<file path="src/rtl/hazard_scoreboard_if.sv">
// Fetch-to-execute channel of the hazard scoreboard: instruction in, issued instruction out,
// combinational hold request back to fetch, pipeline flush and the stall statistic.
interface hazard_scoreboard_if #(
    parameter int unsigned INSTR_W = 24
);
    logic               flush;
    logic               instr_valid;
    logic [INSTR_W-1:0] instruction_in;
    logic [INSTR_W-1:0] instruction_out;
    logic               issue_valid;
    logic               fetch_next;
    logic [15:0]        stall_count;

    modport master (
        output flush, instr_valid, instruction_in,
        input  instruction_out, issue_valid, fetch_next, stall_count
    );

    modport slave (
        input  flush, instr_valid, instruction_in,
        output instruction_out, issue_valid, fetch_next, stall_count
    );
endinterface

</file>
<file path="src/rtl/hazard_scoreboard.sv">
// Read-after-write hazard unit: one countdown per architectural register tracks in-flight
// writes; a reader of a pending register holds fetch and sends a bubble to execute.
module hazard_scoreboard #(
    parameter int unsigned       INSTR_W = 24,
    parameter int unsigned       OPC_W   = 6,
    parameter int unsigned       REG_W   = 2,
    parameter int unsigned       SRC_W   = 4,
    parameter int unsigned       LAT     = 2,
    parameter bit                FORWARD = 1'b0,
    parameter logic [OPC_W-1:0]  LI_OPC  = '0
) (
    input  logic               clk,
    input  logic               rst,
    hazard_scoreboard_if.slave bus
);
    localparam int unsigned NREGS  = 2 ** REG_W;
    localparam int unsigned CNT_W  = 4;
    localparam int unsigned RD_LSB = INSTR_W - OPC_W - REG_W;
    localparam int unsigned RS_LSB = INSTR_W - OPC_W - REG_W - SRC_W;
    localparam logic [15:0] SAT    = 16'hFFFF;

    logic [CNT_W-1:0] cnt [NREGS];
    logic [OPC_W-1:0] opc;
    logic [REG_W-1:0] rd;
    logic [REG_W-1:0] rs;
    logic             is_li;
    logic             hazard;

    // With a bypass path the final countdown cycle can already be forwarded.
    function automatic logic pending(input logic [CNT_W-1:0] c);
        return FORWARD ? (c > CNT_W'(1)) : (c != CNT_W'(0));
    endfunction

    assign opc   = bus.instruction_in[INSTR_W-1 -: OPC_W];
    assign rd    = bus.instruction_in[RD_LSB +: REG_W];
    assign rs    = bus.instruction_in[RS_LSB +: REG_W];
    assign is_li = (opc == LI_OPC);

    always_comb begin
        hazard = 1'b0;
        if (bus.instr_valid && !bus.flush && !rst && !is_li)
            hazard = pending(cnt[rd]) || pending(cnt[rs]);
    end

    assign bus.fetch_next = hazard;

    always_ff @(posedge clk) begin
        if (rst) begin
            for (int r = 0; r < NREGS; r++) cnt[r] <= '0;
            bus.instruction_out <= '0;
            bus.issue_valid     <= 1'b0;
            bus.stall_count     <= '0;
        end else if (bus.flush) begin
            // Redirect: forget in-flight writes and drop the presented instruction.
            for (int r = 0; r < NREGS; r++) cnt[r] <= '0;
            bus.instruction_out <= '0;
            bus.issue_valid     <= 1'b0;
        end else begin
            for (int r = 0; r < NREGS; r++)
                if (cnt[r] != CNT_W'(0)) cnt[r] <= cnt[r] - CNT_W'(1);
            if (bus.instr_valid && !hazard) begin
                cnt[rd]             <= CNT_W'(LAT);
                bus.instruction_out <= bus.instruction_in;
                bus.issue_valid     <= 1'b1;
            end else begin
                bus.instruction_out <= '0;
                bus.issue_valid     <= 1'b0;
            end
            if (hazard && bus.stall_count != SAT)
                bus.stall_count <= bus.stall_count + 16'd1;
        end
    end
endmodule

</file>
<file path="src/flat_wrapper.sv">
// flat-port wrapper written by rule: the top's interface ports become plain ports
module hazard_scoreboard_flat 
#(
    parameter int unsigned       INSTR_W = 24,
    parameter int unsigned       OPC_W   = 6,
    parameter int unsigned       REG_W   = 2,
    parameter int unsigned       SRC_W   = 4,
    parameter int unsigned       LAT     = 2,
    parameter bit                FORWARD = 1'b0,
    parameter logic [OPC_W-1:0]  LI_OPC  = '0
)
  (clk, rst, bus_flush, bus_instr_valid, bus_instruction_in, bus_instruction_out, bus_issue_valid, bus_fetch_next, bus_stall_count);
  hazard_scoreboard_if #(.INSTR_W(INSTR_W)) bus_i ();
  input  logic clk;
  input  logic rst;
  input wire logic [$bits(bus_i.flush)-1:0] bus_flush;
  input wire logic [$bits(bus_i.instr_valid)-1:0] bus_instr_valid;
  input wire logic [$bits(bus_i.instruction_in)-1:0] bus_instruction_in;
  output wire logic [$bits(bus_i.instruction_out)-1:0] bus_instruction_out;
  output wire logic [$bits(bus_i.issue_valid)-1:0] bus_issue_valid;
  output wire logic [$bits(bus_i.fetch_next)-1:0] bus_fetch_next;
  output wire logic [$bits(bus_i.stall_count)-1:0] bus_stall_count;
  assign bus_i.flush = bus_flush;
  assign bus_i.instr_valid = bus_instr_valid;
  assign bus_i.instruction_in = bus_instruction_in;
  assign bus_instruction_out = bus_i.instruction_out;
  assign bus_issue_valid = bus_i.issue_valid;
  assign bus_fetch_next = bus_i.fetch_next;
  assign bus_stall_count = bus_i.stall_count;
  hazard_scoreboard #(.INSTR_W(INSTR_W), .OPC_W(OPC_W), .REG_W(REG_W), .SRC_W(SRC_W), .LAT(LAT), .FORWARD(FORWARD), .LI_OPC(LI_OPC)) u_core (.clk(clk), .rst(rst), .bus(bus_i));
endmodule
</file>
<file path="config.mk">
export PLATFORM = sky130hd
export DESIGN_NAME = hazard_scoreboard_flat
export DESIGN_NICKNAME = d
export VERILOG_FILES = /design/src/rtl/hazard_scoreboard_if.sv /design/src/rtl/hazard_scoreboard.sv /design/src/flat_wrapper.sv
export SDC_FILE = /design/constraint.sdc
export NUM_CORES = 1
export LEC_CHECK = 0
export BUFFER_PORTS_ARGS = -buffer_cell sky130_fd_sc_hd__buf_2
export CORE_MARGIN = 2
export CORE_UTILIZATION = 25
export CTS_BUF_LIST = sky130_fd_sc_hd__clkbuf_16
export DETAILED_ROUTE_END_ITERATION = 16
export GPL_TIMING_DRIVEN = 0
export RECOVER_POWER = 100
export SYNTH_ARGS = -nofsm -noshare
export SYNTH_HDL_FRONTEND = slang
export SYNTH_SLANG_ARGS = --single-unit
</file>
<file path="constraint.sdc">
create_clock -name clk -period 3.8 [get_ports clk]
set_input_delay 0.38 -clock clk [delete_from_list [all_inputs] [get_ports clk]]
set_output_delay 0.38 -clock clk [all_outputs]
set_load 0.02 [all_outputs]
</file>
# [Word-level counts from Yosys, hierarchy flattened]
# Memories as Yosys holds them, arrays and structs flattened.
# Cells that the tools add are included.
[totals] mem_count=1 register_bits=41 wordCells=73 output_inout_bits=42 input_bits=28 ram_bits=16
[mem_list] memory="u_core.cnt" words=4 word_bits=4 read_ports=6 rd_ports_with_merged_regs=0 wr=5 line="hazard_scoreboard.sv:22" text="logic [CNT_W-1:0] cnt [NREGS];"
[op_classes] eq_ne=1 mux=34 add_sub_neg=5 reduce_logical=19 n_bitwise=10
[op_table] op="4-bit two-way mux" n=8
[op_table] op="1-bit two-way mux" n=26
[op_table] op="4-bit nonzero test" n=6
[op_table] op="16-bit by 1-bit adder with 16-bit output, second input constant" n=1
[op_table] op="16-bit != test, second input constant" n=1
[op_table] op="4-bit by 1-bit subtractor with 4-bit output, second input constant" n=4
[op_table] op="1-bit OR" n=8
[op_table] op="6-bit logical NOT" n=1
[op_table] op="1-bit logical AND" n=5
[op_table] op="1-bit logical NOT" n=4
[op_table] op="3-bit OR reduction" n=1
[op_table] op="1-bit inverter" n=2
[op_table] op="2-bit AND reduction" n=1
[op_table] op="1-bit logical OR" n=1

# [Depth between registers and ports, before layout]
[depth] word_depth=11 mapped_depth=8 depth_no_buf=7

# [Worst setup path before layout]
# OpenSTA, ideal clock, no wires.
[synth_timing] path_kind="register -> register" from="register u_core.bus.stall_count[2]" to="register u_core.bus.stall_count[11]" synth_period_minus_slack_ns=1.944 n_path_buf=0 required_time_ns=3.679 path_slack_ns=1.856 setup_time_ns=0.121 arrival_time_ns=1.823 stages_incl_launch_ff=7 cell_sequence="dfxtp_1 > and4_4 > nand2_2 > nor4_4 > inv_1 > nor4_1 > mux2_2"
[synth_between] elab_chain_cells=3 word_cells_on_any_way=4 cone_classes="1 x add/sub; 1 x eq/ne; 2 x reduce/logical"
[synth_rtl] item="from (decl)" line="hazard_scoreboard_if.sv:21" text="output instruction_out, issue_valid, fetch_next, stall_count"
[synth_rtl] item="from (signal assigned)" line="hazard_scoreboard.sv:70" text="bus.stall_count <= bus.stall_count + 16'd1;"
[synth_rtl] item="parallel branches: the longest is 3 deep, another holds 16-bit by 1-bit adder with 16-bit output"
# Several ways; the timed one is not identified.
# A chain may end at the register's enable or synchronous reset.

==> out/results.md <==
* **status** finished, final reports clean
* **y dimension of the die** 104 um
* **layout cell share with drive strength beyond 1** 15.8%
* **Warnings, synthesis** 0
* **P_leak** 1.21 nW
* **critical path's slowest cell** sky130_fd_sc_hd__or4_1
* **area of all placed cells without fillers** 3200 sq um
* **via density per instance** 4.31
* **compound-gate portion of the synthesized area** 7.79%
* **path class of the lowest-slack min-delay path** input port to flip-flop
* **Crit Path Max Fanout** 7
* **mux contribution to synthesized area** 1.36%
* **overall die area** 10800 sq um
* **GRT Util Overall** 11.1%
* **Seq/Total Area, Yosys** 45.8%
* **RSZ-0062 raised after global routing** false
* **most common cell after layout, fill and taps aside** sky130_fd_sc_hd__dfxtp_1
* **critical path launch point type** flip-flop
* **clock sink count** 57
* **DR iter-0 viols** 73
* **synthesized-area fraction occupied by xor and xnor cells** 5.98%
* **Worst Clk Skew** 7.37 ps
* **Required @ worst endpoint** 3420 ps
* **antenna cell count** 0
* **placed wire-length estimate** 4.15 mm
* **drt first pass iters** 4
* **non-filler instance count after layout** 488
* **Final Hold Vio Count** 0
* **dominant combinational cell family by area after synthesis** simple AND/OR/NAND/NOR gates
* **CTS Buffer Depth** 2
* **total negative slack for setup checks** 0 ps
* **Avg Synthesized Cell Area** 9.23 sq um
* **ports placed on the boundary** 70
* **number of nets still failing antenna checks after routing** 0
* **residual overflow from global routing** 0
* **Power per Cell Area** 583 nW/um^2
* **post-route minimum period** 2410 ps
* **number of synthesized flops with an enable pin** 0
* **average wire length per cell after detail routing** 11.8 um
* **most used flip-flop cell after synthesis** sky130_fd_sc_hd__dfxtp_1
* **Initial Utilization** 25.6%
* **ordered list of cells on the worst path** or4_1 > o21ai_2 > nand4_2 > nand2_1 > nor2_1 > clkbuf_1
* **Worst Setup Slack post-DPL** 1640 ps
* **worst relative slew slack** 51.5%
* **clock tree from TritonCTS** built
* **Simple-Gate Fraction of Synth Area** 32.4%
* **post-synthesis sequential element count** 57
* **nature of the critical path endpoint** output pin
* **Arrival @ worst endpoint** 2030 ps
* **clk root buf** sky130_fd_sc_hd__clkbuf_16
* **layout overhead on the synthesized area** 28.5%
* **maximum capacitance violations** 0
* **Clock H-tree levels** 3
* **placed cell count** 472
* **number of setup buffers added after CTS** 0
* **transition time at the pin with the least slew margin** 721 ps
* **clock transition at the registers of the reported paths** 50 ps
* **proportion of register bits with asynchronous set or reset after synthesis** 0%
* **width of the die** 104 um
* **VDD IR max** 0.240 mV
* **number of buffers created by CTS** 9
* **Buffers on Ports** 69
* **Mapped Area** 2490 sq um
* **final count of negative-setup-slack endpoints** 0
* **detailed-route via count** 2101
* **pin count of the biggest net entering global routing** 11
* **global-route wire length before repair** 9.43 mm
* **delay of the slowest critical-path stage** 570 ps
* **weighted congestion reported at the end of routability-driven placement** 0.806
* **Met3 Routed Length** 386 um
* **highest-count cells in the layout ignoring fill and taps** sky130_fd_sc_hd__dfxtp_1 (57), sky130_fd_sc_hd__clkbuf_1 (48), sky130_fd_sc_hd__nor2_1 (36), sky130_fd_sc_hd__buf_2 (28)
* **met2 routed WL** 2.63 mm
* **hold-fix buffer count after cts** 0
* **insertion delay of the later-clocked pin in the worst-skew pair** 330 ps
* **drt drc** 0
* **met1 wire length** 2.67 mm
* **gate count after technology mapping** 270
* **uppermost metal layer occupied by signal nets** met5
* **number of gates resized after CTS** 0
* **setup slack after layout** 1390 ps
* **Setup Crit Path Kind** flip-flop to output pin
* **unique cell type count in the Yosys netlist** 48
* **fraction of the mapped netlist area in adder cells** 3.52%
* **number of global-route vias before repair** 1957
* **maximum clock frequency** 0.415 GHz
* **FP Rows** 36
* **nets in the synthesized netlist** 305
* **share of the clock period used by the worst path** 63.4%
* **number of antenna violations at the first check in global routing** 1
* **total number of nets in the final design** 385
* **Slew Limit Fails** 0
* **routed wire length** 5.77 mm
* **floorplan core area** 9730 sq um
* **Placement Cell Area** 3000 sq um
## power by group
part	switching, mW	internal (mW)	leakage, nW
Sequential	0.0230	0.635	0.462
Combinational	0.184	0.118	0.583
Clock	0.274	0.633	0.167
Total	0.481	1.39	1.21
## state kept, by name (all words and copies together), names as in the netlist
register / cells
u_core.bus.instruction_out: 24
u_core.bus.issue_valid: 1
u_core.bus.stall_count: 16
u_core.cnt: 16
## critical path: cells and delay by family (launching register included)
kind,cells,cell delay [ps]
simple gates,4,1080
flops,1,330
buf+inv,1,180
compound gates,1,110
## kinds of logic after synthesis
kind of cell,count (synthesis)
AO/OA/AOI/OAI,31
XOR/XNOR,17
adder cells (fa/ha/maj),7
buffers and inverters,17
flip-flops,57
multiplexers,3
AND/OR/NAND/NOR,138
## metal layers
layer,track usage [%],vias up
met5,0,-
met1,12.9,949
met3,5.92,11
met2,17.2,53
li1,-,1086
met4,4.05,2
## final timing paths
check,from,to,slack [ps],cells after the start
hold reg to reg,u_core.bus.stall_count[9]$_SDFFE_PP0P_,u_core.bus.stall_count[9]$_SDFFE_PP0P_,530,1
setup reg to reg,u_core.bus.stall_count[2]$_SDFFE_PP0P_,u_core.bus.stall_count[11]$_SDFFE_PP0P_,1470,6
setup / recovery,u_core.cnt[1][0]$_SDFFE_PP0P_,bus_fetch_next,1390,6
hold / removal,bus_instruction_in[10],u_core.bus.instruction_out[10]$_SDFF_PN0_,250,2
## synthesized netlist by cell type (2+ instances only)
master	count	share of area, %
sky130_fd_sc_hd__buf_4	3	0.90
sky130_fd_sc_hd__buf_2	2	0.40
sky130_fd_sc_hd__a21o_1	2	0.60
sky130_fd_sc_hd__clkbuf_1	2	0.30
sky130_fd_sc_hd__nand2_2	2	0.50
sky130_fd_sc_hd__nand3_1	8	1.6
sky130_fd_sc_hd__dfxtp_1	57	46
sky130_fd_sc_hd__nor4_1	2	0.50
sky130_fd_sc_hd__xnor2_1	13	4.6
sky130_fd_sc_hd__nand4_1	6	1.5
sky130_fd_sc_hd__o21ai_1	3	0.60
sky130_fd_sc_hd__nand2_1	14	2.1
sky130_fd_sc_hd__a22o_1	2	0.70
sky130_fd_sc_hd__nor2_1	35	5.3
sky130_fd_sc_hd__nand2b_1	2	0.50
sky130_fd_sc_hd__nor3_2	3	1.2
sky130_fd_sc_hd__or4_1	3	0.90
sky130_fd_sc_hd__o21ai_0	5	1.0
sky130_fd_sc_hd__nor4_2	2	1.0
sky130_fd_sc_hd__and2_2	2	0.60
sky130_fd_sc_hd__nor2b_1	7	1.8
sky130_fd_sc_hd__mux2_2	3	1.4
sky130_fd_sc_hd__and2_1	23	5.8
sky130_fd_sc_hd__nor3_1	11	2.2
sky130_fd_sc_hd__a31o_2	3	1.1
sky130_fd_sc_hd__a21oi_1	11	2.2
sky130_fd_sc_hd__nor3b_1	2	0.60
sky130_fd_sc_hd__or3_1	5	1.3
sky130_fd_sc_hd__ha_1	7	3.5
sky130_fd_sc_hd__xor2_1	4	1.4
sky130_fd_sc_hd__inv_1	9	1.4
## per-stage QoR
step / power (mW) / hold WS (ps) / util, %
2_1_floorplan: 0.909 / 499 / -
3_3_place_gp: 0.987 / 503 / 30.9
3_5_place_dp: 0.994 / 528 / 30.9
4_1_cts: 1.91 / 239 / 34.3
5_1_grt: 1.97 / 247 / 32.9
6_report: 1.87 / 248 / 32.9
## layout make-up
type	count	area, sq um
fillers	1060	6530
multi-input cells	196	1200
flip-flops and latches	57	1140
repair buffers	69	293
clock buffers	9	225
well taps	133	166
clock inverters	7	109
inverters	9	33.8
plain buffers	8	31.3
(Power assumes the default switching activity.)
